**config.mk**
```make
export PLATFORM = sky130hd
export DESIGN_NAME = dm_store_buffer
export DESIGN_NICKNAME = d
export VERILOG_FILES = /design/src/rtl/dm_pkg.sv /design/src/rtl/sb_fwd_lane.sv /design/src/rtl/dm_store_buffer.sv
export SDC_FILE = /design/constraint.sdc
export NUM_CORES = 1
export LEC_CHECK = 0
export BUFFER_PORTS_ARGS = -buffer_cell sky130_fd_sc_hd__buf_4
export CORE_UTILIZATION = 60
export CTS_CLUSTER_DIAMETER = 200
export DETAILED_ROUTE_END_ITERATION = 16
export GPL_TIMING_DRIVEN = 0
export HOLD_SLACK_MARGIN = 0.12
export PLACE_DENSITY = 0.93
export SLEW_MARGIN = 20
export SYNTH_ARGS = -nofsm -noshare
export SYNTH_HDL_FRONTEND = slang
export SYNTH_SLANG_ARGS = --single-unit
```
**constraint.sdc**
```tcl
create_clock -name clk -period 26.6 [get_ports clk]
set_clock_uncertainty 0.1 [all_clocks]
set_input_delay 7.98 -clock clk [delete_from_list [all_inputs] [get_ports clk]]
set_output_delay 7.98 -clock clk [all_outputs]
set_load 0.02 [all_outputs]
```
**src/rtl/dm_pkg.sv**
```systemverilog
// Shared types and helpers for the data-memory store buffer.
// Entry layout is sized for a 32-bit byte address and a 32-bit data word.
package dm_pkg;

   localparam int BE_W   = 4;
   localparam int LANE_W = 8;
   localparam int SB_AW  = 32;
   localparam int SB_DW  = 32;

   typedef struct packed {
      logic              valid;
      logic [SB_AW-3:0]  addr;
      logic [SB_DW-1:0]  data;
      logic [BE_W-1:0]   be;
      logic [31:0]       pc;
   } sb_entry_t;

   // Distance of a slot from the head; a larger value means a younger entry.
   function automatic int unsigned age(input int unsigned idx, input int unsigned head,
                                       input int unsigned depth);
      return (idx + depth - head) % depth;
   endfunction

endpackage

```
**src/rtl/sb_fwd_lane.sv**
```systemverilog
// Per-byte-lane forwarding select: picks the youngest valid, address-matching
// entry whose byte enable covers this lane.
module sb_fwd_lane
   import dm_pkg::*;
#(
   parameter int DEPTH = 4,
   localparam int IW   = $clog2(DEPTH)
) (
   input  logic [DEPTH-1:0]        valid_i,
   input  logic [DEPTH-1:0]        match_i,
   input  logic [DEPTH-1:0]        be_i,
   input  logic [DEPTH*LANE_W-1:0] bytes_i,
   input  logic [IW-1:0]           head_i,
   output logic [LANE_W-1:0]       byte_o,
   output logic                    hit_o
);

   int unsigned best_age;

   always_comb begin
      byte_o   = '0;
      hit_o    = 1'b0;
      best_age = 0;
      for (int i = 0; i < DEPTH; i++) begin
         if (valid_i[i] && match_i[i] && be_i[i]) begin
            if (!hit_o || age(int'(i), int'(head_i), DEPTH) > best_age) begin
               best_age = age(int'(i), int'(head_i), DEPTH);
               byte_o   = bytes_i[i*LANE_W +: LANE_W];
               hit_o    = 1'b1;
            end
         end
      end
   end

endmodule

```
**src/rtl/dm_store_buffer.sv**
```systemverilog
// In-order store buffer between the MEM-stage store path and the data memory
// write port, with byte-granular forwarding to same-word loads.
module dm_store_buffer
   import dm_pkg::*;
#(
   parameter int DEPTH = 4,
   parameter int AW    = 32,
   parameter int DW    = 32,
   localparam int IW   = $clog2(DEPTH),
   localparam int CW   = IW + 1
) (
   input  logic          clk,
   input  logic          reset,
   input  logic          st_valid,
   output logic          st_ready,
   input  logic [AW-1:0] st_addr,
   input  logic [DW-1:0] st_data,
   input  logic [3:0]    st_be,
   input  logic [31:0]   st_pc,
   input  logic [AW-1:0] ld_addr,
   input  logic [DW-1:0] dm_rdata,
   output logic [DW-1:0] ld_data,
   output logic          ld_hit,
   input  logic          dm_ready,
   output logic          dm_we,
   output logic [AW-1:0] dm_addr,
   output logic [DW-1:0] dm_wdata,
   output logic [3:0]    dm_be,
   output logic [31:0]   dm_pc,
   output logic [CW-1:0] count,
   output logic          empty
);

   sb_entry_t     mem_q [DEPTH];
   logic [IW-1:0] head_q, head_d, tail_q, tail_d;
   logic [CW-1:0] count_q, count_d;
   logic          push, pop;

   assign count    = count_q;
   assign empty    = (count_q == '0);
   assign st_ready = (count_q != CW'(DEPTH));
   assign dm_we    = !empty && dm_ready;
   // Zero-enable stores complete the handshake but never occupy a slot.
   assign push     = st_valid && st_ready && (st_be != 4'b0000);
   assign pop      = dm_we;

   always_comb begin
      head_d  = pop  ? head_q + 1'b1 : head_q;
      tail_d  = push ? tail_q + 1'b1 : tail_q;
      count_d = count_q;
      if (push && !pop) count_d = count_q + 1'b1;
      else if (!push && pop) count_d = count_q - 1'b1;
   end

   always_ff @(posedge clk) begin
      if (!reset) begin
         head_q  <= '0;
         tail_q  <= '0;
         count_q <= '0;
         for (int i = 0; i < DEPTH; i++) mem_q[i] <= '0;
      end else begin
         head_q  <= head_d;
         tail_q  <= tail_d;
         count_q <= count_d;
         if (pop) mem_q[head_q].valid <= 1'b0;
         if (push) mem_q[tail_q] <= '{valid: 1'b1, addr: st_addr[AW-1:2], data: st_data,
                                      be: st_be, pc: st_pc};
      end
   end

   always_comb begin
      dm_addr  = '0;
      dm_wdata = '0;
      dm_be    = '0;
      dm_pc    = '0;
      if (!empty) begin
         dm_addr  = {mem_q[head_q].addr, 2'b00};
         dm_wdata = mem_q[head_q].data;
         dm_be    = mem_q[head_q].be;
         dm_pc    = mem_q[head_q].pc;
      end
   end

   logic [DEPTH-1:0]        ent_valid, ent_match;
   logic [DEPTH-1:0]        ent_be   [BE_W];
   logic [DEPTH*LANE_W-1:0] ent_byte [BE_W];
   logic [LANE_W-1:0]       lane_byte [BE_W];
   logic [BE_W-1:0]         lane_hit;

   always_comb begin
      ent_valid = '0;
      ent_match = '0;
      for (int b = 0; b < BE_W; b++) begin
         ent_be[b]   = '0;
         ent_byte[b] = '0;
      end
      for (int i = 0; i < DEPTH; i++) begin
         ent_valid[i] = mem_q[i].valid;
         ent_match[i] = (mem_q[i].addr == ld_addr[AW-1:2]);
         for (int b = 0; b < BE_W; b++) begin
            ent_be[b][i]                   = mem_q[i].be[b];
            ent_byte[b][i*LANE_W +: LANE_W] = mem_q[i].data[b*LANE_W +: LANE_W];
         end
      end
   end

   for (genvar b = 0; b < BE_W; b++) begin : g_lane
      sb_fwd_lane #(.DEPTH(DEPTH)) u_lane (
         .valid_i (ent_valid),
         .match_i (ent_match),
         .be_i    (ent_be[b]),
         .bytes_i (ent_byte[b]),
         .head_i  (head_q),
         .byte_o  (lane_byte[b]),
         .hit_o   (lane_hit[b])
      );
      assign ld_data[b*LANE_W +: LANE_W] = lane_hit[b] ? lane_byte[b]
                                                       : dm_rdata[b*LANE_W +: LANE_W];
   end

   assign ld_hit = |lane_hit;

endmodule

```
**Yosys cells after proc, flatten, opt, wreduce, memory -nomap -nowiden**

Memories as Yosys holds them, arrays and structs flattened. A register that Yosys moved wholly into a read port is not among the register bits.
Cells that the tools add are included.

- Flip-flop bits (word level): 7
- Bits in writable memories: 396
- Bits of input ports: 168
- Word-level logic and storage cells: 188
- Memories: 1

- $add $sub $neg: 8
- $lt $le $gt $ge: 12
- Equal/unequal tests: 5
- Multiplexer cells: 101
- Reductions and logical operators: 58

Memories:

| name | depth | bits a word | rd ports | clocked after Yosys merged registers in | write ports | RTL line | RTL |
|---|---|---|---|---|---|---|---|
| mem_q | 4 | 99 | 5 | 1 | 4 | dm_store_buffer.sv:34 | `sb_entry_t mem_q [DEPTH];` |

Operator list:

| operator | number |
|---|---|
| $mux W32 | 15 |
| $gt A2 B32 Y1 | 8 |
| $mux W8 | 32 |
| $mux W99 | 2 |
| $reduce_or A99 Y1 | 2 |
| $eq A30 B30 Y1 | 4 |
| $mux W1 | 36 |
| $mux W2 | 13 |
| $logic_and A1 B1 Y1 | 25 |
| $logic_not A1 Y1 | 15 |
| $logic_or A1 B1 Y1 | 12 |
| $gt A2 B2 Y1 | 4 |
| $mux W3 | 2 |
| $add A2 B1 Y2 const B | 2 |
| $mux W4 | 1 |
| $reduce_bool A4 Y1 | 1 |
| $reduce_or A4 Y1 | 1 |
| $sub A1 B2 Y2 const A | 2 |
| $sub A2 B2 Y2 const A | 2 |
| $add A3 B1 Y3 const B | 1 |
| $logic_not A3 Y1 | 1 |
| $ne A3 B3 Y1 const B | 1 |
| $sub A3 B1 Y3 const B | 1 |
| $reduce_bool A2 Y1 | 1 |

**Depth between registers and ports, before layout**

Gate-level depths: netlist of run 1.
An unclocked memory read counts as a cell.

- Depth in word-level cells: 18
- Gate-level depth with buffers: 21
- Gate-level depth less buffers: 18

**By module**

Synthesis of run 1 repeated with hierarchy kept, for this count alone.

- Cell total of the unflattened synthesis: 1,591
- Area total of the unflattened synthesis: 22,072.4 µm²

Modules (own cells, without submodules):

| module | instances | cells an instance | area an instance (µm²) | seq. area each (µm²) |
|---|---|---|---|---|
| dm_store_buffer | 1 | 1,327 | 19,915.4 | 12,031.5 |
| sb_fwd_lane | 4 | 66 | 539.3 | 0.0 |

**Worst setup path before layout of run 1**

OpenSTA, ideal clock, no wires.

- Path type: input to output
- Start point: in ld_addr[7]
- End point: out ld_data[30]
- Arrival time: 12,363 ps
- Setup slack: 6,157 ps
- Stages on the path: 20
- Path buffers: 3
- Cells stage by stage: buf_4 xnor2_2 nand4_1 or4_1 buf_2 or3_1 buf_6 o211ai_2 mux2_1 ha_1 nor2b_1 o21ai_0 a21oi_1 mux2_1 ha_1 a21oi_1 a21oi_1 a32oi_1 o211ai_1 o211ai_1

- Word-level cells in the longest chain between the ends: 17
- Elaborated cells on any way between the ends: 41
- Those cells by class: 3 x order compare; 4 x eq/ne; 20 x mux; 14 x reduce/logical

Ends and longest elaborated chain:

| element | RTL line | RTL |
|---|---|---|
| from (decl) | dm_store_buffer.sv:20 | `input logic [AW-1:0] ld_addr,` |
| $eq A30 B30 Y1 | dm_store_buffer.sv:99 | `ent_match[i] = (mem_q[i].addr == ld_addr[AW-1:2]);` |
| $logic_and A1 B1 Y1 (2 in a row) | sb_fwd_lane.sv:25 | `if (valid_i[i] && match_i[i] && be_i[i]) begin` |
| $mux W2 / $mux W1 (equally long branches) | sb_fwd_lane.sv:25 |  |
| $gt A2 B2 Y1 / $logic_not A1 Y1 (equally long branches) | sb_fwd_lane.sv:26 | `if (!hit_o \|\| age(int'(i), int'(head_i), DEPTH) > best_age) begin` |
| $logic_or A1 B1 Y1 | sb_fwd_lane.sv:26 |  |
| $mux W2 / $mux W1 (equally long branches) | sb_fwd_lane.sv:26 |  |
| $mux W32 / $mux W1 (equally long branches) | sb_fwd_lane.sv:25 |  |
| $gt A2 B32 Y1 / $logic_not A1 Y1 (equally long branches) | sb_fwd_lane.sv:26 |  |
| $logic_or A1 B1 Y1 | sb_fwd_lane.sv:26 |  |
| $mux W32 / $mux W1 (equally long branches) | sb_fwd_lane.sv:26 |  |
| $mux W32 / $mux W1 (equally long branches) | sb_fwd_lane.sv:25 |  |
| $gt A2 B32 Y1 / $logic_not A1 Y1 (equally long branches) | sb_fwd_lane.sv:26 |  |
| $logic_or A1 B1 Y1 | sb_fwd_lane.sv:26 |  |
| $mux W8 / $mux W1 (equally long branches) | sb_fwd_lane.sv:26 |  |
| $mux W8 / $mux W1 (equally long branches) | sb_fwd_lane.sv:25 |  |
| $mux W8 * | dm_store_buffer.sv:117 | `assign ld_data[b*LANE_W +: LANE_W] = lane_hit[b] ? lane_byte[b]` |
| to (decl) | dm_store_buffer.sv:22 | `output logic [DW-1:0] ld_data,` |

Mark *: on every way between the ends. The rest lies on a longest branch, timed or not.

**Worst setup path in the final report of run 1**

- Start point: in ld_addr[6]
- End point: out ld_data[15]

Same word-level chain as after synthesis.

==> summary.md, run 1 <==
| Metric | Value |
|---|---|
| Status | `complete, no violations` |
| Half-perimeter wire length after placement | `57600 µm` |
| Kind of critical path | `primary input to primary output` |
| Wirelength per Cell | `29.6 µm` |
| P_leak | `10.7 nW` |
| Vias in the first global route | `19000` |
| CTS Root Buffer Type | `clkbuf_16` |
| Critical Path RT | `18520 ps` |
| Drt drc | `0` |
| Max FO, Critical Path | `8` |
| Register bit total from synthesis | `405` |
| Area Overhead vs Synth | `19.5%` |
| Die W | `198 µm` |
| Overall Power | `2.25 mW` |
| Post-synth cell types | `60` |
| Sequential area share after synthesis | `52.4%` |
| Post-Syn Instances | `1848` |
| Clk slew on worst S/H paths | `60 ps` |
| Tmin final | `22190 ps` |
| Setup Viol. Count Final | `0` |
| Cts bufs inserted | `43` |
| Placer congestion estimate | `1.08` |
| Multi-input gate area | `10200 µm²` |
| MaxCap Viol Count | `0` |
| Dpl ws | `4800 ps` |
| Syn avg cell area | `12.4 µm²` |
| Worst-skew pair later-pin latency | `570 ps` |
| DP Area | `26100 µm²` |
| Core area | `37700 µm²` |
| EDFF count, synth | `392` |
| Final WL | `81200 µm` |
| Worst path arrival time | `14110 ps` |
| Largest net degree at the start of global routing | `44` |
| Max Fclk | `45.1 MHz` |
| Die Ht | `198 µm` |
| Final period utilization | `83.4%` |
| Port bufs | `288` |
| Design Area, Final | `27500 µm²` |
| Main synth FF type | `edfxtp_1` |
| Antenna viol nets, final | `0` |
| Synth warn | `0` |
| Slew @ Worst Pin | `1110 ps` |
| Gr usage total | `41.8%` |
| Row count | `71` |
| Initial antenna violation count | `3` |
| Min-Delay Path Depth | `1` |
| Pwr/cell area | `81.9 nW/µm²` |
| RSZ-0062 raised after global routing | `no` |
| DR pass1 iterations | `6` |
| Max-slew headroom | `25.1%` |
| Area share of the largest cell type after synthesis | `51.2%` |
| Seq pwr share | `35.9%` |
| Clock Sinks | `405` |
| Via count | `19000` |
| Reg2reg path depth | `9` |
| Initial DRC Count | `2635` |
| Layout cell share with drive strength beyond 1 | `24.7%` |
| I/O pins | `307` |
| Final worst slack | `4410 ps` |
| Top-count cell post-synth | `edfxtp_1` |
| Yosys top cell by area | `edfxtp_1` |
| # hold bufs at CTS | `0` |
| HP Class | `flip-flop to flip-flop` |
| Switching share of power | `36.5%` |
| Top post-synthesis cells by area | `edfxtp_1 51%, mux4_2 9.6%, and3_1 5.5%` |
| NetSw | `0.820 mW` |
| Global route overflow | `0` |
| Setup crit start kind | `primary input` |
| Initial Util | `61.0%` |
| Comb power frac | `38.2%` |
| Nets | `2389` |
| Post-layout util | `72.9%` |
| Max VDD drop | `0.0645 mV` |
| Die ar. | `39100 µm²` |
| Most frequent cells after synthesis | `392 x edfxtp_1, 202 x and3_1, 201 x and2_1, 110 x clkbuf_1, 104 x nor2b_1` |
| Synthesized area | `23000 µm²` |
| Setup Buffers After CTS | `0` |
| Setup_tns | `0 ps` |
| Clock power share | `25.9%` |
| Fin. max-slew vios | `0` |
| Int Pwr | `1.43 mW` |
| CTS tree | `built` |
| Vias per std cell | `6.92` |
| Layout fillers | `2490` |
| Final Hold Viols | `0` |
| Clock tree buffer depth | `3` |
| First-pass GRT wire length | `118000 µm` |
| Asr flop ratio synth | `0%` |
| Post-cts resize count | `0` |
| Register area | `12000 µm²` |
| CP endpoint kind | `primary output` |
| H-tree Lvls | `2` |
-- path summary, 6_finish.rpt --
| path | from | end | slack (ps) |
|---|---|---|---|
| worst max-delay path | ld_addr[6] | ld_data[15] | 4410 |
| worst min-delay path | mem_q[2][98] | mem_q[2][98] | 440 |
| worst max register to register | count[0] | mem_q[0][1] | 22180 |
| worst min register to register | mem_q[2][98] | mem_q[2][98] | 440 |
-- sequential cells by signal, indices dropped and copies added, names as in the netlist, named ones only --
signal  flops
count       3
head_q      2
mem_q     396
tail_q      2
-- layout make-up --
type | instances | area share (%)
clock buffer | 59 | 4.37
buffer | 151 | 2.37
inverter | 57 | 0.779
multi-input combinational | 1236 | 37.0
clock inverter | 20 | 0.497
timing repair buffer | 304 | 8.77
tap | 511 | 2.33
antenna | 2 | 0.0182
sequential | 405 | 43.8
-- through the flow --
stage                     hold WS (ps)  cells
final                              444   2745
after global routing               474   2743
after CTS                          449   2743
after detailed placement           435   2664
after global placement             423   2648
after floorplan                    370   1849
-- cells by family (layout without fill, tap and decap cells) --
group / Yosys count / in the layout / share of synthesized area [%]
AO/OA/AOI/OAI: 153 / 153 / 5.23
flip-flops: 405 / 405 / 52.4
multiplexers: 112 / 112 / 10.3
adder cells (fa/ha/maj): 23 / 23 / 1.29
other: 1 / 4 / 0.0163
AND/OR/NAND/NOR: 816 / 816 / 21.9
buffers and inverters: 208 / 591 / 3.75
XOR/XNOR: 130 / 130 / 5.18
-- per-layer routing --
metal  GRT usage [%]  share of wire [%]  vias up
li1                -                  -     7733
met1            53.3                 34     9167
met2            64.8                 46     1717
met3            11.7                 14      386
met4            22.9                6.0        2
met5               0              0.016        -
-- power groups by stage --
stage,logic (mW),clock network (mW),registers (mW)
final,0.858,0.582,0.808
after global routing,0.889,0.598,0.811
after floorplan,0.487,0,0.809
after detailed placement,0.827,0,0.817
after global placement,0.802,0,0.821
after CTS,0.835,0.575,0.806
-- layout by cell type (no fill, tap or decap), types with 27 or more instances in the layout --
master	Yosys	layout
mux4_2	98	98
buf_4	4	295
clkbuf_16	0	45
nand4b_1	32	32
xor2_1	35	35
nor2b_1	104	104
and2_1	201	201
inv_1	56	56
xnor2_1	88	88
nand4_1	89	89
o211ai_1	64	64
o32ai_1	32	32
and3_1	202	202
buf_2	22	27
clkbuf_1	110	122
nand2_1	86	84
edfxtp_1	392	392
-- worst max-delay path: stages --
cell      delay, ps
buf_4           140
xnor2_1         530
nand4_1         290
or4_1           580
buf_2           190
nor3_4          380
o211ai_2        170
mux2_1          360
ha_1            300
nor2b_1         130
o21ai_0         480
a21oi_1         260
mux2_1          370
ha_1            300
a21oi_1         130
a21oi_1         100
a32oi_1         700
o211ai_1        280
o211ai_1        230
buf_4           200
Power figures use the tool's default switching activity.
==> inputs of run 2 (changes only) <==
--- a/config.mk
+++ b/config.mk
@@ -5,13 +5,14 @@
 export SDC_FILE = /design/constraint.sdc
 export NUM_CORES = 1
 export LEC_CHECK = 0
+export ABC_AREA = 1
 export BUFFER_PORTS_ARGS = -buffer_cell sky130_fd_sc_hd__buf_4
-export CORE_UTILIZATION = 60
+export CORE_UTILIZATION = 53
 export CTS_CLUSTER_DIAMETER = 200
 export DETAILED_ROUTE_END_ITERATION = 16
 export GPL_TIMING_DRIVEN = 0
 export HOLD_SLACK_MARGIN = 0.12
-export PLACE_DENSITY = 0.93
+export PLACE_DENSITY = 0.87
 export SLEW_MARGIN = 20
 export SYNTH_ARGS = -nofsm -noshare
 export SYNTH_HDL_FRONTEND = slang
==> constraint.sdc (replaced) <==
create_clock -name clk -period 19.9 [get_ports clk]
set_clock_uncertainty 0.1 [all_clocks]
set_input_delay 5.97 -clock clk [delete_from_list [all_inputs] [get_ports clk]]
set_output_delay 5.97 -clock clk [all_outputs]
set_load 0.02 [all_outputs]
==> run 2 against run 1 <==
Effect of this change:
- global-route usage fell by 6.0 points
- sequential share of layout area barely moved
- routed wire length fell by 1.8%
- register-to-register slack got worse by 6200 ps
- sequential power rose by 31%
- total power rose by 39%
- utilization fell by 7.9 points
- non-clock buffer count fell by 13
- synthesized cell count rose by 48%
- critical path depth rose by 9
- clock power rose by 49%
- final cell count rose by 33%
==> summary.md, run 2 <==
| Metric | Value |
|---|---|
| Wirelength per Cell | `21.8 µm` |
| Drt drc | `0` |
| DR pass1 iterations | `6` |
| Slew @ Worst Pin | `1240 ps` |
| Row count | `75` |
| Max Fclk | `59.5 MHz` |
| RSZ-0062 raised after global routing | `no` |
| MaxCap Viol Count | `0` |
| Final period utilization | `84.5%` |
| Initial antenna violation count | `4` |
| Slowest stage delay, CP | `370 ps` |
| I/O pins | `307` |
| Global route overflow | `0` |
| Post-synth cell types | `44` |
| Clock tree buffer depth | `3` |
| Largest net degree at the start of global routing | `49` |
| Synth warn | `0` |
| Post-cts resize count | `0` |
| Reg2reg start | `count[0]` |
| Cts bufs inserted | `43` |
| Die W | `209 µm` |
| Reg2reg end | `mem_q[3][17]` |
| Max FO, Critical Path | `10` |
| Max VDD drop | `0.104 mV` |
| Via count | `21400` |
| Max-slew headroom | `17.6%` |
| CTS Root Buffer Type | `clkbuf_16` |
| Syn avg cell area | `8.34 µm²` |
| Setup Buffers After CTS | `0` |
| Largest register FFs | `396` |
| Reg2Reg Setup Slack | `15970 ps` |
| Worst-skew pair later-pin latency | `590 ps` |
| Most frequent cells after synthesis | `679 x nor2_1, 392 x edfxtp_1, 340 x nand2_1, 313 x inv_1, 224 x a21oi_1` |
| Initial DRC Count | `3133` |
| Die ar. | `43900 µm²` |
| Critical Path RT | `13830 ps` |
| Tmin final | `16810 ps` |
| Reg2reg path depth | `9` |
| # hold bufs at CTS | `0` |
| Status | `complete, no violations` |
| Setup Viol. Count Final | `0` |
| Post-Syn Instances | `2736` |
| Most common cell after layout, fill and taps aside | `nor2_1` |
| Commonest cells after routing, fill and taps aside | `679 x nor2_1, 392 x edfxtp_1, 336 x nand2_1` |
| Critical Path Source | `ld_addr[28]` |
| Setup_tns | `0 ps` |
| Clock Sinks | `405` |
| HP Class | `flip-flop to flip-flop` |
| Pwr/cell area | `114 nW/µm²` |
| H-tree Lvls | `2` |
| Vias in the first global route | `20000` |
| Antenna viol nets, final | `0` |
| Clk slew on worst S/H paths | `60 ps` |
| CTS tree | `built` |
| Crit-path slowest cell | `nor2_2` |
| Layout cell share with drive strength beyond 1 | `17.8%` |
| Area share of the largest cell type after synthesis | `51.6%` |
| Final Hold Viols | `0` |
| Vias per std cell | `5.85` |
| Half-perimeter wire length after placement | `57200 µm` |
| P_leak | `12.1 nW` |
| Final WL | `79800 µm` |
| Initial Util | `54.0%` |
| CP endpoint kind | `primary output` |
| Kind of critical path | `primary input to primary output` |
| Core area | `42200 µm²` |
| Nets | `3279` |
| Register bit total from synthesis | `405` |
| Sequential area share after synthesis | `52.7%` |
| Area Overhead vs Synth | `20.3%` |
| Top reg by flops | `mem_q` |
| Port bufs | `297` |
| Top post-synthesis cells by area | `edfxtp_1 52%, nor2_1 11%, nand2_1 5.6%` |
| Main synth FF type | `edfxtp_1` |
| Synthesized area | `22800 µm²` |
| Setup crit start kind | `primary input` |
| Placer congestion estimate | `1.04` |
| Overall Power | `3.12 mW` |
| Worst path arrival time | `10740 ps` |
| Fin. max-slew vios | `0` |
| First-pass GRT wire length | `117000 µm` |
| Die Ht | `209 µm` |
| Yosys top cell by area | `edfxtp_1` |
| CP Capture Point | `ld_data[22]` |
| Gr usage total | `35.8%` |
| Top-count cell post-synth | `nor2_1` |
| EDFF count, synth | `392` |
| Asr flop ratio synth | `0%` |
run 2: layout make-up:
type	instances	area (µm²)
fillers	3381	14800
multi-input cells	1831	8800
inverters	365	1380
well taps	539	674
plain buffers	136	638
clock buffers	50	1120
flip-flops and latches	405	12000
diodes	3	7.51
repair buffers	306	2420
clock inverters	29	375
run 2: how the worst min path moves through the flow:
| stage | start | slack, ps | to | cells past startpoint |
|---|---|---|---|---|
| 2_1_floorplan | mem_q[1][98] | 340 | mem_q[1][98] | 2 |
| 3_3_place_gp | mem_q[2][98] | 380 | mem_q[2][98] | 2 |
| 3_5_place_dp | mem_q[2][98] | 390 | mem_q[2][98] | 2 |
| 4_1_cts | mem_q[2][98] | 400 | mem_q[2][98] | 2 |
| 5_1_grt | mem_q[2][98] | 410 | mem_q[2][98] | 2 |
| 6_report | mem_q[2][98] | 400 | mem_q[2][98] | 2 |
run 2: kinds of logic (layout without fill, tap and decap cells):
group,after synthesis,after routing,share of synthesized area [%]
flip-flops,405,405,52.7
AO/OA/AOI/OAI,482,482,11.1
AND/OR/NAND/NOR,1294,1294,24.8
adder cells (fa/ha/maj),23,23,1.29
buffers and inverters,501,886,8.83
other,1,5,0.0164
multiplexers,1,1,0.0439
XOR/XNOR,29,29,1.11
run 2: where the power goes:
| part | total (mW) | internal (mW) | switching, mW |
|---|---|---|---|
| Combinational | 1.19 | 0.357 | 0.832 |
| Clock | 0.866 | 0.512 | 0.354 |
| Sequential | 1.06 | 1.02 | 0.0429 |
run 2: through the flow:
stage	cells	hold WS [ps]	cell area (µm²)	worst slack, ps	utilization (%)
2_1_floorplan	2737	339	22800	4200	-
3_3_place_gp	3573	376	25700	3330	60.9
3_5_place_dp	3582	387	25900	3220	61.4
4_1_cts	3661	397	27400	3210	65.0
5_1_grt	3663	412	27400	2820	65.0
6_report	3664	403	27400	3090	65.0
run 2: critical path, delay by kind of cell:
family                     cells  cell delay [ps]
adders and majority gates      2              590
buffers and inverters          8             1030
xor gates and xnor gates       1              300
and+or+nand+nor               13             1970
AOI/OAI and AO/OA              5              860
run 2: routing by layer:
| layer | routed length [µm] | up-vias | track usage, % |
|---|---|---|---|
| met5 | 0 | - | 0 |
| met4 | 4610 | 0 | 19.1 |
| met3 | 11500 | 297 | 8.04 |
| met2 | 35900 | 1673 | 56.4 |
| met1 | 27800 | 9823 | 46.3 |
| li1 | - | 9654 | - |
